<file path="config.mk">
export PLATFORM = sky130hd
export DESIGN_NAME = db_uart_rx
export DESIGN_NICKNAME = d
export VERILOG_FILES = /design/src/rtl/db_uart_rx.sv
export SDC_FILE = /design/constraint.sdc
export NUM_CORES = 1
export LEC_CHECK = 0
export CAP_MARGIN = 15
export CORE_MARGIN = 1.5
export CORE_UTILIZATION = 60
export CTS_CLUSTER_DIAMETER = 120
export DETAILED_ROUTE_END_ITERATION = 16
export PLACE_DENSITY = 0.79
export SYNTH_ARGS = -nofsm -noshare
export SYNTH_HDL_FRONTEND = slang
export SYNTH_SLANG_ARGS = --single-unit
</file>
<file path="constraint.sdc">
create_clock -name clk -period 2.4 [get_ports clk]
set_clock_uncertainty 0.15 [all_clocks]
set_input_delay 0.24 -clock clk [delete_from_list [all_inputs] [get_ports clk]]
set_output_delay 0.24 -clock clk [all_outputs]
set_load 0.01 [all_outputs]
</file>
<file path="src/rtl/db_uart_rx.sv">
// Debug UART receiver: 16x-oversampled 8N1 capture behind a two-flop synchroniser,
// buffered in a small FIFO with a valid/ready output and framing/overrun pulses.
module db_uart_rx #(
    parameter int unsigned CLKS_PER_TICK = 27,
    parameter int unsigned FIFO_DEPTH    = 4
) (
    input  logic       clk,
    input  logic       reset,
    input  logic       rxd,
    output logic [7:0] rx_data,
    output logic       rx_valid,
    input  logic       rx_ready,
    output logic       frame_err,
    output logic       overrun,
    output logic       busy
);

    localparam int unsigned TickW = (CLKS_PER_TICK > 1) ? $clog2(CLKS_PER_TICK) : 1;
    localparam int unsigned AddrW = $clog2(FIFO_DEPTH);
    localparam int unsigned PtrW  = AddrW + 1;
    localparam logic [TickW-1:0] TickMax = TickW'(CLKS_PER_TICK - 1);

    typedef enum logic [2:0] {
        StIdle,
        StStart,
        StData,
        StStop,
        StWaitHigh
    } state_e;

    // Synchroniser and tick generator
    logic             sync1_q, sync1_d;
    logic             sync2_q, sync2_d;
    logic             rxs;
    logic [TickW-1:0] tcnt_q, tcnt_d;
    logic             tick;

    // Receiver FSM
    state_e      state_q, state_d;
    logic [3:0]  scnt_q, scnt_d;
    logic [2:0]  bidx_q, bidx_d;
    logic [7:0]  shreg_q, shreg_d;
    logic        busy_q, busy_d;
    logic        frame_err_q, frame_err_d;
    logic        overrun_q, overrun_d;
    logic        good_frame;

    // Receive FIFO
    logic [PtrW-1:0] wr_ptr_q, wr_ptr_d;
    logic [PtrW-1:0] rd_ptr_q, rd_ptr_d;
    logic [7:0]      mem_q [FIFO_DEPTH];
    logic [7:0]      mem_d [FIFO_DEPTH];
    logic            empty;
    logic            full;
    logic            push;
    logic            pop;

    always_comb begin
        sync1_d = rxd;
        sync2_d = sync1_q;
        rxs     = sync2_q;
        tick    = (tcnt_q == TickMax);
        tcnt_d  = tick ? '0 : tcnt_q + TickW'(1);
    end

    always_comb begin
        state_d     = state_q;
        scnt_d      = scnt_q;
        bidx_d      = bidx_q;
        shreg_d     = shreg_q;
        frame_err_d = 1'b0;
        good_frame  = 1'b0;

        if (tick) begin
            case (state_q)
                StIdle: begin
                    if (!rxs) begin
                        state_d = StStart;
                        scnt_d  = 4'd0;
                    end
                end
                StStart: begin
                    scnt_d = scnt_q + 4'd1;
                    if (scnt_q == 4'd7) begin
                        // Mid start bit: a line already back high was only a glitch.
                        if (!rxs) begin
                            state_d = StData;
                            scnt_d  = 4'd0;
                            bidx_d  = 3'd0;
                        end else begin
                            state_d = StIdle;
                        end
                    end
                end
                StData: begin
                    scnt_d = scnt_q + 4'd1;
                    if (scnt_q == 4'd15) begin
                        shreg_d = {rxs, shreg_q[7:1]};
                        bidx_d  = bidx_q + 3'd1;
                        if (bidx_q == 3'd7) begin
                            state_d = StStop;
                            scnt_d  = 4'd0;
                        end
                    end
                end
                StStop: begin
                    scnt_d = scnt_q + 4'd1;
                    if (scnt_q == 4'd15) begin
                        if (rxs) begin
                            good_frame = 1'b1;
                            state_d    = StIdle;
                        end else begin
                            frame_err_d = 1'b1;
                            state_d     = StWaitHigh;
                        end
                    end
                end
                StWaitHigh: begin
                    // Hold off until the line idles so a break cannot restart reception.
                    if (rxs) begin
                        state_d = StIdle;
                    end
                end
                default: begin
                    state_d = StIdle;
                end
            endcase
        end

        busy_d = (state_d != StIdle);
    end

    always_comb begin
        empty    = (wr_ptr_q == rd_ptr_q);
        full     = (wr_ptr_q[PtrW-1] != rd_ptr_q[PtrW-1]) &&
                   (wr_ptr_q[AddrW-1:0] == rd_ptr_q[AddrW-1:0]);
        rx_valid = !empty;
        rx_data  = mem_q[rd_ptr_q[AddrW-1:0]];
        pop      = rx_valid && rx_ready;
        // A pop in the same cycle frees the slot, so a full FIFO still takes the byte.
        push      = good_frame && (!full || pop);
        overrun_d = good_frame && full && !pop;

        wr_ptr_d = push ? wr_ptr_q + PtrW'(1) : wr_ptr_q;
        rd_ptr_d = pop ? rd_ptr_q + PtrW'(1) : rd_ptr_q;

        mem_d = mem_q;
        if (push) begin
            mem_d[wr_ptr_q[AddrW-1:0]] = shreg_q;
        end
    end

    always_ff @(posedge clk) begin
        if (reset) begin
            sync1_q     <= 1'b1;
            sync2_q     <= 1'b1;
            tcnt_q      <= '0;
            state_q     <= StIdle;
            scnt_q      <= 4'd0;
            bidx_q      <= 3'd0;
            shreg_q     <= 8'h00;
            busy_q      <= 1'b0;
            frame_err_q <= 1'b0;
            overrun_q   <= 1'b0;
            wr_ptr_q    <= '0;
            rd_ptr_q    <= '0;
            mem_q       <= '{default: 8'h00};
        end else begin
            sync1_q     <= sync1_d;
            sync2_q     <= sync2_d;
            tcnt_q      <= tcnt_d;
            state_q     <= state_d;
            scnt_q      <= scnt_d;
            bidx_q      <= bidx_d;
            shreg_q     <= shreg_d;
            busy_q      <= busy_d;
            frame_err_q <= frame_err_d;
            overrun_q   <= overrun_d;
            wr_ptr_q    <= wr_ptr_d;
            rd_ptr_q    <= rd_ptr_d;
            mem_q       <= mem_d;
        end
    end

    assign busy      = busy_q;
    assign frame_err = frame_err_q;
    assign overrun   = overrun_q;

endmodule

</file>
==> run metrics <==
Worst Setup End Kind primary output; Vert. Die Dim 76.7 um; Slew HR 66.3%; outcome finished clean; hpwl dp 4590 um; site row count 26; Post-CTS Setup Inserts 0; Net count, final 377; actual slew at the worst max-slew pin 505 ps; Mapped Cells 352; CTS max path bufs 2; power per cell area 645 nW/um^2; vias 2719; Die ar. 5880 sq um; wire per inst 16.3 um; Ys Warns 0; Fin. Hold Viols 0; initial core utilization 63.0%; first-pass GRT wire length 12000 um; Design Power 2.39 mW; drt total wl 7140 um; clk sinks 66; EDFF count, synth 0; Setup crit start kind flip-flop; critical path data arrival time 1930 ps; via/cell ratio 6.21; CP max stage delay 510 ps; predominant post-synthesis flop cell dfxtp_1; worst hold path type primary input to flip-flop; CP cell instances buf_12, mux4_2, clkdlybuf4s50_1; CTS tree done; slowest CP cell mux4_2; largest net degree at the start of global routing 35; Detail Route Antenna Nets 0; Ports 16; Layout area overhead 13.7%; asr flop ratio synth 0%; fmax 431 MHz; MaxCap Viol Count 0; synthesized area 3260 sq um; Crit Path Class flip-flop to primary output; Yosys cell types 51; DRC violations left 0; Req. time, crit path 2010 ps; Placer Congestion 0.891; initial drt markers 240; Die Width 76.7 um; DP Area 3430 sq um; diode count 0; RSZ-0062 raised after global routing no; clock slew at reported path FFs 70 ps; fin util 71.6%; syn_area_per_cell 9.26 sq um; buffers added on ports 15; layout cells sized above 1 13.9%; initial antenna violation count 0; CTS H-Tree Depth 3; total CTS buffers 9; final worst path period need 2320 ps; # setup viols final 0; vias in the first global route 2493; drt pass-1 iters 5; Slew Viols, Final 0; clk_lat worst skew 340 ps; Leakage 1.28 nW; Peak VDD IR 394 uV; gr usage total 26.1%; core area 5170 sq um; crit share post-route 96.6%; CTS root buf clkbuf_8; gr ovfl total 0; design area 3700 sq um; syn nets 366; sequential area share after synthesis 40.6%; Sum Neg Setup Slack 0 ps; worst-path maximum fanout 8; synthesis-stage register bit count 66
[cell usage in the layout (no fill, tap or decap), types with 10 or more instances in the layout]
master	Yosys	routed
mux2i_1	10	10
dfxtp_1	66	65
clkdlybuf4s50_1	0	14
ha_1	10	10
nand3_1	36	36
nor2_1	26	26
clkbuf_8	0	10
a21oi_1	42	42
buf_4	0	14
o21ai_0	30	30
[timing repair]
action | in CTS | in global routing
hold buffers | 0 | 0
gates resized for setup | 1 | 1
endpoints found under the setup margin | 8 | 2
cloned | 0 | 0
[sequential cells by signal, indices dropped and copies added, names as in the netlist, 3 cells and up]
register	cells
shreg_q	8
bidx_q	3
mem_q	32
state_q	3
tcnt_q	5
rd_ptr_q	3
scnt_q	4
wr_ptr_q	3
[area by class of cell]
cell class / instances / area [sq um]
multi-input cells: 250 / 1730
fillers: 382 / 1470
flip-flops and latches: 66 / 1320
repair buffers: 30 / 270
clock buffers: 11 / 141
clock inverters: 5 / 125
well taps: 70 / 87.6
inverters: 6 / 22.5
[worst max-delay path, delay by kind of cell (launching register included)]
family,cells,cell delay [ps]
buffers and inverters,2,660
flip-flops,1,410
multiplexers,1,510
[metal layers]
metal,track usage [%],routed length [um],part of all wire (%),up-vias
li1,-,-,-,1303
met1,35.2,3200,45,1311
met4,11.1,108,1.5,0
met2,41.1,3420,48,96
met5,0,0,0,-
met3,4.76,404,5.7,9
[synthesized netlist by cell type, types with 3 or more instances]
cell      count  area [sq um]
nand3_1      36           180
buf_2         7          35.0
buf_6         8          90.1
nor2_1       26          97.6
and3b_1       4          35.0
mux2i_1      10           100
clkbuf_1     11          41.3
dfxtp_1      66          1320
inv_1         6          22.5
nand4_1       6          37.5
nor4_1        3          18.8
mux4_2        8           180
ha_1         10           125
nand2_1       6          22.5
or4_1         4          30.0
o21ai_0      30           150
buf_1         4          15.0
o21ai_1       9          45.0
nand2b_1      9          56.3
a21oi_1      42           210
xor2_1        4          35.0
and4_1        6          52.6
[through the flow]
stage / setup slack, ps / hold WS (ps) / instances
after floorplan: 423 / 194 / 352
after global placement: 258 / 252 / 422
after detailed placement: 193 / 247 / 422
after CTS: 66.0 / 150 / 438
after global routing: 12.0 / 173 / 438
final: 82.1 / 151 / 438
[cells by family (layout without fill, tap and decap cells)]
group / Yosys count / count (layout) / synth area share [%]
AO/OA/AOI/OAI: 93 / 93 / 16.1
XOR/XNOR: 8 / 8 / 2.61
adder cells (fa/ha/maj): 10 / 10 / 3.84
buffers and inverters: 36 / 52 / 6.26
flip-flops: 66 / 66 / 40.6
multiplexers: 19 / 19 / 8.95
AND/OR/NAND/NOR: 120 / 120 / 21.7
[path summary, 6_finish.rpt]
kind,from,endpoint,slack (ps),depth (start not counted)
hold / removal,reset,rd_ptr_q[0]$_SDFFE_PP0P_,150,2
setup reg to reg,scnt_q[0]$_SDFFE_PP0P_,wr_ptr_q[0]$_SDFFE_PP0P_,150,5
hold reg to reg,sync1_q$_SDFF_PP1_,rxs$_SDFF_PP1_,260,1
setup / recovery,rd_ptr_q[0]$_SDFFE_PP0P_,rx_data[7],80,3
[report_power, final]
group	internal, mW	switching, mW	total, mW	leakage [nW]
Sequential	1.10	0.00727	1.11	0.533
Clock	0.822	0.419	1.24	0.134
Combinational	0.0140	0.0260	0.0400	0.614
(Power assumes the default switching activity.)
